===== src/rtl/multicycle_ctrl.sv =====
// Multi-cycle main control FSM for the 16-bit MIPS core: sequences fetch, decode,
// execute, memory and writeback, with a timed req/ready memory handshake.
module multicycle_ctrl #(
    parameter logic [2:0] ALUOP_RTYPE = 3'b001,
    parameter logic [2:0] ALUOP_ADD   = 3'b010,
    parameter logic [2:0] ALUOP_SUB   = 3'b110,
    parameter int         TMO_W       = 4,
    parameter int         MEM_TIMEOUT = 15
) (
    input  logic       clk,
    input  logic       rst_n,
    input  logic [3:0] opcode,
    input  logic       mem_ready,
    output logic       mem_read,
    output logic       mem_write,
    output logic       i_or_d,
    output logic       ir_write,
    output logic       pc_write,
    output logic       pc_write_cond,
    output logic [1:0] pc_src,
    output logic       alu_src_a,
    output logic [1:0] alu_src_b,
    output logic [2:0] AluOp,
    output logic       reg_write,
    output logic       reg_dst,
    output logic       mem_to_reg,
    output logic       instr_done,
    output logic [3:0] state,
    output logic       fault
);

    typedef enum logic [3:0] {
        IDLE     = 4'd0,
        FETCH    = 4'd1,
        DECODE   = 4'd2,
        EXEC_R   = 4'd3,
        WB_R     = 4'd4,
        EXEC_I   = 4'd5,
        WB_I     = 4'd6,
        MEM_ADDR = 4'd7,
        MEM_RD   = 4'd8,
        MEM_WB   = 4'd9,
        MEM_WR   = 4'd10,
        BRANCH   = 4'd11,
        JUMP     = 4'd12,
        FAULT    = 4'd13
    } state_t;

    localparam logic [TMO_W-1:0] TMO_LIM = TMO_W'(MEM_TIMEOUT);

    state_t           state_r;
    state_t           state_s;
    logic [TMO_W-1:0] wait_cnt_r;
    logic [TMO_W-1:0] wait_cnt_s;
    logic             wait_state_s;
    logic             timeout_s;

    assign wait_state_s = (state_r == FETCH) || (state_r == MEM_RD) || (state_r == MEM_WR);
    // A completing access in the limit cycle wins over the timeout.
    assign timeout_s    = wait_state_s && !mem_ready && (wait_cnt_r == TMO_LIM);
    assign state        = state_r;

    // State and memory-wait counter registers.
    always_ff @(posedge clk or negedge rst_n) begin
        if (!rst_n) begin
            state_r    <= IDLE;
            wait_cnt_r <= {TMO_W{1'b0}};
        end else begin
            state_r    <= state_s;
            wait_cnt_r <= wait_cnt_s;
        end
    end

    // Wait counter: counts stalled cycles in memory states, zero everywhere else.
    always_comb begin
        wait_cnt_s = {TMO_W{1'b0}};
        if (wait_state_s && !mem_ready && !timeout_s) begin
            wait_cnt_s = wait_cnt_r + {{(TMO_W-1){1'b0}}, 1'b1};
        end else begin
            wait_cnt_s = {TMO_W{1'b0}};
        end
    end

    // Next-state logic.
    always_comb begin
        state_s = state_r;
        case (state_r)
            IDLE:     state_s = FETCH;
            FETCH: begin
                if (mem_ready)      state_s = DECODE;
                else if (timeout_s) state_s = FAULT;
                else                state_s = FETCH;
            end
            DECODE: begin
                case (opcode)
                    4'b0000: state_s = EXEC_R;
                    4'b0001: state_s = EXEC_I;
                    4'b0010: state_s = MEM_ADDR;
                    4'b0011: state_s = MEM_ADDR;
                    4'b0100: state_s = BRANCH;
                    4'b0101: state_s = JUMP;
                    default: state_s = FAULT;
                endcase
            end
            EXEC_R:   state_s = WB_R;
            WB_R:     state_s = FETCH;
            EXEC_I:   state_s = WB_I;
            WB_I:     state_s = FETCH;
            MEM_ADDR: begin
                if (opcode == 4'b0010) state_s = MEM_RD;
                else                   state_s = MEM_WR;
            end
            MEM_RD: begin
                if (mem_ready)      state_s = MEM_WB;
                else if (timeout_s) state_s = FAULT;
                else                state_s = MEM_RD;
            end
            MEM_WB:   state_s = FETCH;
            MEM_WR: begin
                if (mem_ready)      state_s = FETCH;
                else if (timeout_s) state_s = FAULT;
                else                state_s = MEM_WR;
            end
            BRANCH:   state_s = FETCH;
            JUMP:     state_s = FETCH;
            FAULT:    state_s = FAULT;
            default:  state_s = FAULT;
        endcase
    end

    // Output decode from the registered state; only fetch/store completion looks at mem_ready.
    always_comb begin
        mem_read      = 1'b0;
        mem_write     = 1'b0;
        i_or_d        = 1'b0;
        ir_write      = 1'b0;
        pc_write      = 1'b0;
        pc_write_cond = 1'b0;
        pc_src        = 2'b00;
        alu_src_a     = 1'b0;
        alu_src_b     = 2'b00;
        AluOp         = 3'b000;
        reg_write     = 1'b0;
        reg_dst       = 1'b0;
        mem_to_reg    = 1'b0;
        instr_done    = 1'b0;
        fault         = 1'b0;
        case (state_r)
            FETCH: begin
                mem_read  = 1'b1;
                alu_src_b = 2'b01;
                AluOp     = ALUOP_ADD;
                ir_write  = mem_ready;
                pc_write  = mem_ready;
            end
            DECODE: begin
                alu_src_b = 2'b11;
                AluOp     = ALUOP_ADD;
            end
            EXEC_R: begin
                alu_src_a = 1'b1;
                AluOp     = ALUOP_RTYPE;
            end
            WB_R: begin
                reg_dst    = 1'b1;
                reg_write  = 1'b1;
                instr_done = 1'b1;
            end
            EXEC_I, MEM_ADDR: begin
                alu_src_a = 1'b1;
                alu_src_b = 2'b10;
                AluOp     = ALUOP_ADD;
            end
            WB_I: begin
                reg_write  = 1'b1;
                instr_done = 1'b1;
            end
            MEM_RD: begin
                mem_read = 1'b1;
                i_or_d   = 1'b1;
            end
            MEM_WB: begin
                mem_to_reg = 1'b1;
                reg_write  = 1'b1;
                instr_done = 1'b1;
            end
            MEM_WR: begin
                mem_write  = 1'b1;
                i_or_d     = 1'b1;
                instr_done = mem_ready;
            end
            BRANCH: begin
                alu_src_a     = 1'b1;
                AluOp         = ALUOP_SUB;
                pc_write_cond = 1'b1;
                pc_src        = 2'b01;
                instr_done    = 1'b1;
            end
            JUMP: begin
                pc_src     = 2'b10;
                pc_write   = 1'b1;
                instr_done = 1'b1;
            end
            FAULT:   fault = 1'b1;
            default: fault = 1'b0;
        endcase
    end

endmodule


===== config.mk =====
export PLATFORM = sky130hd
export DESIGN_NAME = multicycle_ctrl
export DESIGN_NICKNAME = d
export VERILOG_FILES = /design/src/rtl/multicycle_ctrl.sv
export SDC_FILE = /design/constraint.sdc
export NUM_CORES = 1
export LEC_CHECK = 0
export CORE_UTILIZATION = 38
export CTS_CLUSTER_SIZE = 40
export DETAILED_ROUTE_END_ITERATION = 12
export HOLD_SLACK_MARGIN = 0.02
export MAX_ROUTING_LAYER = met4
export PLACE_DENSITY = 0.74
export SYNTH_ARGS = -nofsm -noshare
export SYNTH_HDL_FRONTEND = slang
export SYNTH_SLANG_ARGS = --single-unit
export TNS_END_PERCENT = 10

===== constraint.sdc =====
create_clock -name clk -period 1.5 [get_ports clk]
set_input_delay 0.3 -clock clk [delete_from_list [all_inputs] [get_ports clk]]
set_output_delay 0.3 -clock clk [all_outputs]
set_load 0.01 [all_outputs]

# --- Word level (Yosys, flattened, before mapping) ---
# Index checks and enable logic that the tools add are counted.
op_classes:
  mux: 25
  n_reduce_logical: 18
  n_eq_ne: 19
  n_addsub: 1
ops:
  columns: ["op", "n"]
  rows:
  - ["$pmux 4 s8", 1]
  - ["$eq 4x4->1 const B", 7]
  - ["$eq 4x3->1 const B", 6]
  - ["$pmux 4 s5", 1]
  - ["$eq 4x2->1 const B", 4]
  - ["$mux 4", 4]
  - ["$mux 1", 10]
  - ["$mux 3", 3]
  - ["$pmux 3 s3", 1]
  - ["$eq 4x1->1 const B", 2]
  - ["$logic_not 4->1", 2]
  - ["$reduce_or 2->1", 4]
  - ["$reduce_or 4->1", 2]
  - ["$pmux 2 s3", 1]
  - ["$reduce_or 6->1", 1]
  - ["$reduce_or 5->1", 1]
  - ["$add 4x1->4 const B", 1]
  - ["$pmux 1 s2", 2]
  - ["$pmux 2 s2", 1]
  - ["$logic_and 1x1->1", 3]
  - ["$reduce_or 3->1", 1]
  - ["$logic_not 1->1", 2]
  - ["$logic_or 1x1->1", 2]
  - ["$mux 2", 1]
totals:
  inputBits: 7
  wordCells: 65
  out_inout_bits: 23
  reg_bits: 8

# --- Depth between registers and ports, before layout ---
# Gate-level depths: netlist of the first run.
depth:
  word_depth: 8
  mapped_depth: 5
  mapped_depth_nobuf: 4

# --- Worst setup path before layout of the first run ---
# Ideal clock, no wire load.
synth_timing:
  path_kind: "reg-to-output"
  startpoint: "reg state_r[3] (netlist: state[3])"
  endpoint: "out pc_src[0]"
  slack_ns: -0.025
  path_buffers: 3
  required_ns: 1.200
  path_stages_with_launch: 6
  arrival_time_ns: 1.225
  cell_sequence: "dfrtp_1 -> buf_6 -> buf_2 -> nand2b_1 -> nor2_1 -> buf_4"
synth_between:
  elab_chain_cells: 2
  word_cells_on_any_way: 3
  classes_between: "eq/ne (2); mux (1)"
synth_rtl:
  columns: ["item", "line", "rtl"]
  rows:
  - ["from (decl)", "51", "state_t state_r;"]
  - ["from (signal assigned)", "69", "state_r <= state_s;"]
  - ["$eq 4x4->1", "148", "case (state_r)"]
  - ["$pmux 2 s2 *", "148", null]
  - ["to (decl)", "20", "output logic [1:0] pc_src,"]
# Every way passes the cells marked *; elsewhere a longest branch is shown, timed or not.

# --- Final worst setup path of the first run ---
layout_timing:
  startpoint: "reg state_r[3] (netlist: state[3])"
  endpoint: "out AluOp[1]"
layout_between:
  elab_chain_cells: 3
  word_cells_on_any_way: 8
  classes_between: "eq/ne (6); mux (1); reduce/logical (1)"
layout_rtl:
  columns: ["item", "line", "rtl"]
  rows:
  - ["$eq 4x1->1 (tied with other cells)", "148", null]
  - ["$reduce_or 4->1 (no line)", null, null]
  - ["$pmux 3 s3 *", "148", null]
  - ["to (decl)", "23", "output logic [2:0] AluOp,"]
# Marked as above.

==> results of run 1 <==
-- metrics by stage --
stage | cells | cell area (um^2) | util (%) | TNS, ns
after floorplan | 103 | 771 | - | -0.0434
after global placement | 175 | 1240 | 68.6 | -4.53
after CTS | 185 | 1290 | 71.6 | -1.51
after global routing | 186 | 1300 | 72.2 | -2.53
final | 186 | 1300 | 72.2 | -1.40
after detailed placement | 175 | 1240 | 68.6 | -5.11
-- power breakdown --
group / switching, mW / internal (mW) / total, mW
Clock: 0.0742 / 0.0916 / 0.166
Combinational: 0.964 / 1.02 / 1.98
Sequential: 0.104 / 0.287 / 0.391
Total: 1.14 / 1.40 / 2.54
-- worst reg2reg max path, cell delays in order (launching register included) --
cell and delay [ns]:
dfrtp_2 0.45, buf_6 0.15, buf_4 0.16, nor2b_4 0.13, a22o_1 0.22, a221o_1 0.35
-- cell usage after synthesis (2+ instances only) --
| master | number |
|---|---|
| nor2_1 | 18 |
| nand2_1 | 9 |
| dfrtp_1 | 8 |
| o21ai_0 | 7 |
| a21oi_1 | 5 |
| buf_2 | 5 |
| nand3_1 | 5 |
| inv_1 | 4 |
| nand2b_1 | 4 |
| o211ai_1 | 4 |
| mux2i_1 | 3 |
| nor3_1 | 3 |
| a21boi_0 | 2 |
| buf_4 | 2 |
| buf_6 | 2 |
| nor3b_1 | 2 |
-- routing by layer --
layer  vias up  wire (um)
met5         -          0
met4         0         93
met1       451       1120
li1        480          -
met2        47       1330
met3        10        116
-- timing repair --
action,4_1_cts,5_1_grt
hold buffers,0,0
pin swaps,3,3
setup buffers,8,1
endpoints found under the setup margin,24,25
gates resized for setup,102,12
-- worst max-delay path by stage --
stage / to / slack, ns / cells past startpoint
2_1_floorplan: alu_src_b[0] / -0.03 / 4
6_report: AluOp[1] / -0.11 / 5
3_5_place_dp: mem_read / -0.42 / 3
5_1_grt: instr_done / -0.18 / 5
3_3_place_gp: pc_write / -0.39 / 4
4_1_cts: AluOp[0] / -0.14 / 4
-- flip-flops by register name (all words and copies together), names as in the netlist --
name,cells
state,4
wait_cnt_r,4
-- cell families (layout without fill, tap and decap cells) --
group | after synthesis | count (layout) | synth area share [%]
AO/OA/AOI/OAI | 27 | 27 | 23.0
buffers and inverters | 14 | 72 | 10.6
XOR/XNOR | 2 | 2 | 2.28
adder cells (fa/ha/maj) | 1 | 1 | 1.63
AND/OR/NAND/NOR | 48 | 48 | 32.6
multiplexers | 3 | 3 | 3.91
flip-flops | 8 | 8 | 26.1
-- area by class of cell --
class | count | area share [%]
multi-input combinational | 81 | 42.5
inverter | 4 | 1.15
timing repair buffer | 65 | 36.4
tap | 25 | 2.41
clock buffer | 3 | 1.73
sequential | 8 | 15.8
==> out/results.tsv, run 1 <==
stage	metric	value	unit
floorplanning	die-area	2210	um^2
clocking	insertion_delay	0.26	ns
timing	hold_viol	0	
floorplanning	core	1800	um^2
worst_setup_path	cp_max_fo	5	
power_and_ir_drop	ir_drop	1040	uV
place	dpl_worst_slack	-0.416	ns
timing	hold_ws	0.337	ns
timing	tightest_slew	0.401	ns
finish	layout_commonest_cell	buf_4	
worst_setup_path	slowest_stage	dfrtp_2	
timing	timing.fmax	620	MHz
place	dp_hpwl	1770	um
synthesis	synth_cell_types	36	
synthesis	synth_top_area_share	26.1	%
worst_setup_path	path_class	register to output pin	
worst_hold_path	hp-class	primary input to asynchronous set/reset pin	
power_and_ir_drop	fin_total_pwr	2.54	mW
timing	slew_headroom	73.2	%
worst_setup_path	start_kind	register	
run_status	status	complete, but fails checks	
clocking	clkTransAtPathRegs	0.06	ns
route	ant_nets	0	
global_route	grt_pass1_vias	887	
timing	setup_viol	19	
synthesis	yosys_register_bits	8	
worst_setup_path	timing.rr.start	state[3]	
synthesis	yosysSeqAreaShare	26.1	%
global_route	grt_max_degree	14	
run_status	violations	negative setup slack	
finish	seq_area	205	um^2
power_and_ir_drop	p_leak	0.643	nW
clocking	clkSinkCount	8	
floorplanning	io_pins	30	
timing	drv_slew	0	
clocking	cts_root_buf	clkbuf_4	
synthesis	synth_cells	103	
global_route	grt_pass1_wl	4110	um
worst_setup_path	slowest_delay	0.45	ns
timing	fin_skew	0.00723	ns
floorplanning	initial_core_util	42.6	%
synthesis	avgSynthCellArea	7.46	um^2
floorplanning	die_h	47.0	um
timing	min_period_over_period	108	%
worst_setup_path	crit_required	1.20	ns
route	wl_per_cell	14.3	um
worst_setup_path	arrival	1.31	ns
synthesis	netlist_area	768	um^2
finish	n_fill_cell	157	
synthesis	synth_largest_area_cell	dfrtp_1	
finish	multi_input_area	553	um^2
synthesis	yosys-top-cells-area	dfrtp_1, nor2_1, o21ai_0	
clocking	cts_buffers	3	
synthesis	synth_nets	111	
finish	n_antenna_cell	0	
global_route	overflow	0	
worst_setup_path	path_cells	buf_4 -> nand2b_4 -> nand2_1 -> mux2i_1 -> buf_2	
power_and_ir_drop	p_per_area	1950	nW/um^2
route	drt_wl_total	2660	um
timing	worst_slack	-0.113	ns
synthesis	yosysWarnings	0	
floorplanning	std_cell_rows	15	
worst_setup_path	cp_top_family	flip-flops	
timing	rsz0062_at_grt	true	
route	avgViaCountPerCell	5.31	
synthesis	synth_edf_count	0	
route	vias	988	
finish	drive_above_1_share	50.3	%
finish	area_growth	69.2	%
synthesis	async_reset_ff_share	100	%
place	place.gp.congestion	0.803	
global_route	met3_usage	5.00	%
worst_setup_path	reg2reg_to	state[3]	
finish	final_cell_mix	buf_4, buf_2, nor2_1	
worst_setup_path	crit_start	state[3]	
global_route	top_usage_layer	met2	
worst_setup_path	end_kind	output pin	
worst_setup_path	rr_worst_depth	5	
worst_setup_path	path_buf_inv	2	
place	io_buffers	29	
global_route	track_usage	28.0	%
worst_setup_path	rrSetupSlack	-0.09	ns
route	drt-initial-drc-count	33	
global_route	grt_use_met2	44.4	%
floorplanning	die_w	47.0	um
synthesis	synth_ff_type	dfrtp_1	
global_route	antenna_found_initial	0	
finish	nets	171	
clocking	cts_tree	yes	
flow_run	cap_violations	0	
timing	min_period	1.61	ns
global_route	use_met1	34.8	%
route	drt_pass1_iterations	5	
clocking	clock_path_buffers	2	
route	drc_errors	0	
clocking	htreeDepth	1	
Note: power is estimated with default switching activity, not from simulation.
==> run 2, diff against run 1 <==
--- a/config.mk
+++ b/config.mk
@@ -10,7 +10,7 @@
 export DETAILED_ROUTE_END_ITERATION = 12
 export HOLD_SLACK_MARGIN = 0.02
 export MAX_ROUTING_LAYER = met4
-export PLACE_DENSITY = 0.74
+export PLACE_DENSITY_LB_ADDON = 0.12
 export SYNTH_ARGS = -nofsm -noshare
 export SYNTH_HDL_FRONTEND = slang
 export SYNTH_SLANG_ARGS = --single-unit
==> run 2 against run 1 <==
  * Hold slack got worse by 0.015 ns
  * Non-clock buffer count increased by 10
  * Die area unchanged
  * Largest cell class is now non-clock buffers
  * The flow still finishes with violations (negative setup slack)
==> out/results.tsv, run 2 (synthesis gave the netlist of run 1 again) <==
stage	metric	value	unit
run_status	status	complete, but fails checks	
run_status	violations	negative setup slack	
worst_setup_path	cp_top_family	buffers and inverters	
worst_setup_path	path_buf_inv	3	
floorplanning	initial_core_util	42.6	%
finish	fin_cells	196	
finish	area_growth	85.7	%
global_route	grt_pass1_wl	4330	um
worst_setup_path	slowest_stage	dfrtp_2	
clocking	postCtsHoldBufs	0	
clocking	htreeDepth	1	
timing	fin_skew	0.00371	ns
floorplanning	die-area	2210	um^2
clocking	cts_tree	yes	
timing	min_period	1.67	ns
route	vias	1044	
power_and_ir_drop	ir_drop	1400	uV
clocking	cts_root_buf	clkbuf_4	
finish	drive_above_1_share	54.4	%
route	ant_nets	0	
clocking	clkTransAtPathRegs	0.05	ns
worst_setup_path	path_cells	buf_6 -> buf_4 -> nor3_1 -> buf_2	
floorplanning	die_w	47.0	um
flow_run	cap_violations	0	
timing	hold_viol	0	
global_route	track_usage	29.4	%
timing	min_period_over_period	111	%
route	wl_per_cell	15.6	um
timing	drv_slew	0	
floorplanning	std_cell_rows	15	
floorplanning	core	1800	um^2
finish	n_fill_cell	139	
global_route	overflow	0	
route	avgViaCountPerCell	5.33	
timing	tightest_slew	0.361	ns
place	place_inst	172	
clocking	clock_path_buffers	2	
clocking	insertion_delay	0.25	ns
worst_setup_path	arrival	1.37	ns
timing	rsz0062_at_grt	true	
timing	timing.fmax	600	MHz
power_and_ir_drop	p_leak	0.716	nW
clocking	clkSinkCount	8	
global_route	antenna_found_initial	0	
place	dp_hpwl	1760	um
global_route	grt_max_degree	10	
finish	n_antenna_cell	0	
worst_setup_path	cp_max_fo	3	
finish	final_cell_mix	buf_4, buf_2, nor2_1	
worst_setup_path	start_kind	register	
route	drc_errors	0	
route	drt_wl_total	3060	um
timing	worst_slack	-0.167	ns
finish	nets	181	
place	dpl_worst_slack	-0.420	ns
worst_setup_path	slowest_delay	0.43	ns
worst_setup_path	end_kind	output pin	
worst_setup_path	path_class	register to output pin	
place	place.gp.congestion	0.787	
timing	slew_headroom	75.8	%
timing	setup_viol	27	
route	drt-initial-drc-count	20	
clocking	cts_buffers	3	
place	io_buffers	29	
global_route	grt_pass1_vias	1020	
worst_hold_path	hp-class	primary input to asynchronous set/reset pin	
power_and_ir_drop	p_per_area	2000	nW/um^2
timing	hold_ws	0.321	ns
power_and_ir_drop	fin_total_pwr	2.86	mW
worst_setup_path	crit_required	1.20	ns
floorplanning	io_pins	30	
finish	layout_commonest_cell	buf_4	
floorplanning	die_h	47.0	um
route	drt_pass1_iterations	4	
-- run 2: timing repair --
action	in CTS	in global routing
setup endpoints to repair	24	29
pin swaps	7	6
buffers inserted	21	0
resized for setup	116	15
-- run 2: where the power goes --
| part | total [mW] | switching [mW] | internal, mW |
|---|---|---|---|
| Combinational | 2.34 | 1.13 | 1.21 |
| Clock | 0.156 | 0.0654 | 0.0910 |
| Sequential | 0.358 | 0.0707 | 0.287 |
| Total | 2.86 | 1.27 | 1.59 |
-- run 2: area by class of cell --
cell class	instances	area, um^2	share of cell area (%)
Sequential cell	8	205	14.4
Clock buffer	3	22.5	1.58
Tap cell	25	31.3	2.19
Timing Repair Buffer	75	576	40.4
Multi-Input combinational cell	81	572	40.1
Inverter	4	20.0	1.40
-- run 2: layer usage --
layer | part of all wire, % | GRT usage, %
met1 | 42 | 33.7
met2 | 52 | 48.6
met3 | 4.5 | 8.08
met4 | 2.1 | 10.9
met5 | 0 | -
-- run 2: worst reg2reg max path: cells and delay by family (launching register included) --
kind | cells | cell delay (ns)
flops | 1 | 0.43
buf+inv | 4 | 0.47
compound gates | 2 | 0.51
simple gates | 1 | 0.13
-- run 2: path summary, 6_finish.rpt --
path,start,to,slack (ns),depth (start not counted)
max in group asynchronous,rst_n,state[1],0.90,1
min in group clk,wait_cnt_r[0],wait_cnt_r[0],0.47,1
worst max register to register,state[3],state[3],-0.16,7
worst max-delay path,state[3],AluOp[0],-0.17,4
worst min register to register,wait_cnt_r[0],wait_cnt_r[0],0.47,1
worst min-delay path,rst_n,wait_cnt_r[0],0.32,1
-- run 2: through the flow --
stage                     TNS [ns]  instance area [um^2]  util, %
after floorplan            -0.0434                   771        -
after global placement       -5.22                  1210     67.4
after detailed placement     -5.41                  1210     67.4
after CTS                    -1.75                  1400     77.6
after global routing         -3.57                  1430     79.2
final                        -2.28                  1430     79.2
==> run 3, diff against run 2 <==
--- a/config.mk
+++ b/config.mk
@@ -8,9 +8,10 @@
 export CORE_UTILIZATION = 38
 export CTS_CLUSTER_SIZE = 40
 export DETAILED_ROUTE_END_ITERATION = 12
+export GPL_TIMING_DRIVEN = 0
 export HOLD_SLACK_MARGIN = 0.02
 export MAX_ROUTING_LAYER = met4
-export PLACE_DENSITY_LB_ADDON = 0.12
+export PLACE_DENSITY_LB_ADDON = 0.3
 export SYNTH_ARGS = -nofsm -noshare
 export SYNTH_HDL_FRONTEND = slang
 export SYNTH_SLANG_ARGS = --single-unit
==> run 3 against run 2 <==
  * The run still ends with negative setup slack left
  * Global-route usage decreased by 3.6 points
  * Clock power rose by 12%
  * Non-clock buffer count shrank 24
  * Sequential power decreased by 9.8%
  * Largest cell class is now multi-input gates
==> out/results.tsv, run 3 (synthesis gave the netlist of run 1 again) <==
stage	metric	value	unit
place	place_inst	156	
route	vias	970	
finish	area_growth	64.7	%
clocking	cts_tree	yes	
timing	slew_headroom	72.0	%
route	wl_per_cell	16.1	um
floorplanning	core	1800	um^2
finish	n_antenna_cell	0	
clocking	clock_path_buffers	2	
clocking	cts_root_buf	clkbuf_4	
place	place.gp.congestion	0.856	
finish	final_cell_mix	buf_2, nor2_1, buf_4	
place	dpl_worst_slack	-0.527	ns
run_status	status	complete, but fails checks	
timing	worst_slack	-0.232	ns
finish	drive_above_1_share	44.2	%
global_route	overflow	0	
flow_run	cap_violations	0	
clocking	clkTransAtPathRegs	0.06	ns
worst_hold_path	hp-class	primary input to asynchronous set/reset pin	
worst_setup_path	crit_required	1.20	ns
timing	fin_skew	0.00187	ns
place	io_buffers	28	
timing	timing.fmax	577	MHz
place	placed_cell_area	1080	um^2
worst_setup_path	end_kind	output pin	
finish	fin_util	70.2	%
global_route	track_usage	25.7	%
run_status	violations	negative setup slack	
worst_setup_path	rr_worst_depth	5	
clocking	insertion_delay	0.26	ns
power_and_ir_drop	ir_drop	887	uV
timing	rsz0062_at_grt	true	
global_route	grt_max_degree	11	
place	dp_hpwl	1550	um
worst_setup_path	timing.rr.start	state[0]	
floorplanning	die_w	47.0	um
timing	min_period	1.73	ns
finish	layout_commonest_cell	buf_2	
floorplanning	die-area	2210	um^2
clocking	clkSinkCount	8	
power_and_ir_drop	fin_total_pwr	2.59	mW
floorplanning	initial_core_util	42.6	%
timing	tightest_slew	0.416	ns
route	avgViaCountPerCell	5.64	
floorplanning	std_cell_rows	15	
worst_setup_path	rrSetupSlack	-0.01	ns
power_and_ir_drop	p_per_area	2050	nW/um^2
route	drc_errors	0	
finish	final_area	1260	um^2
worst_setup_path	start_kind	register	
timing	hold_viol	0	
worst_setup_path	cp_max_fo	7	
finish	nets	157	
timing	drv_slew	0	
route	drt_pass1_iterations	4	
timing	min_period_over_period	115	%
global_route	grt_pass1_vias	821	
power_and_ir_drop	p_leak	0.592	nW
worst_setup_path	arrival	1.43	ns
route	drt_wl_total	2770	um
clocking	htreeDepth	1	
worst_setup_path	reg2reg_to	state[3]	
timing	setup_viol	19	
route	drt-initial-drc-count	26	
global_route	grt_pass1_wl	3840	um
worst_setup_path	path_class	register to output pin	
clocking	postCtsHoldBufs	0	
route	ant_nets	0	
floorplanning	io_pins	30	
finish	fin_cells	172	
floorplanning	die_h	47.0	um
global_route	antenna_found_initial	0	
clocking	cts_buffers	3	
==> run 3: layer usage <==
| metal | wire (um) | global-route usage (%) | vias up |
|---|---|---|---|
| met4 | 89 | 5.71 | 0 |
| met3 | 187 | 7.31 | 9 |
| met5 | 0 | - | - |
| met2 | 1410 | 40.6 | 49 |
| li1 | - | - | 447 |
| met1 | 1090 | 32.7 | 465 |
==> run 3: final cells by class <==
| class | instances | area (um^2) |
|---|---|---|
| Multi-Input combinational cell | 81 | 576 |
| Fill cell | 153 | 537 |
| Timing Repair Buffer | 41 | 305 |
| Sequential cell | 8 | 200 |
| Buffer | 10 | 113 |
| Tap cell | 25 | 31.3 |
| Clock buffer | 3 | 22.5 |
| Inverter | 4 | 17.5 |
==> run 3: timing repair <==
action                                  in CTS  in global routing
cloned                                       1                  1
gates resized for setup                    105                 15
pin swaps                                    8                  5
setup buffers                                6                  5
endpoints found under the setup margin      21                 20
==> run 3: power breakdown <==
part	total [mW]	internal (mW)	switching (mW)
logic	2.09	1.00	1.09
clock network	0.174	0.0922	0.0820
registers	0.323	0.278	0.0455
==> run 3: worst max path at each step <==
stage	endpoint	cells past startpoint	startpoint
3_3_place_gp	pc_write	6	state[3]
4_1_cts	pc_write	6	state[3]
6_report	ir_write	6	state[3]
5_1_grt	ir_write	6	state[3]
3_5_place_dp	pc_write	6	state[3]
2_1_floorplan	alu_src_b[0]	4	state[3]
==> run 3: critical path, cell delays in order, from the launching register on <==
cell     delay (ns)
dfrtp_1        0.38
buf_6          0.14
buf_8          0.13
nor2_4         0.14
nand2_1        0.10
nor2_2         0.13
buf_2          0.14
==> run 3: through the flow <==
step,hold WS [ns],TNS [ns]
6_report,0.319,-2.02
4_1_cts,0.322,-1.59
3_3_place_gp,0.446,-6.54
2_1_floorplan,0.00441,-0.0434
5_1_grt,0.331,-3.05
3_5_place_dp,0.459,-7.07
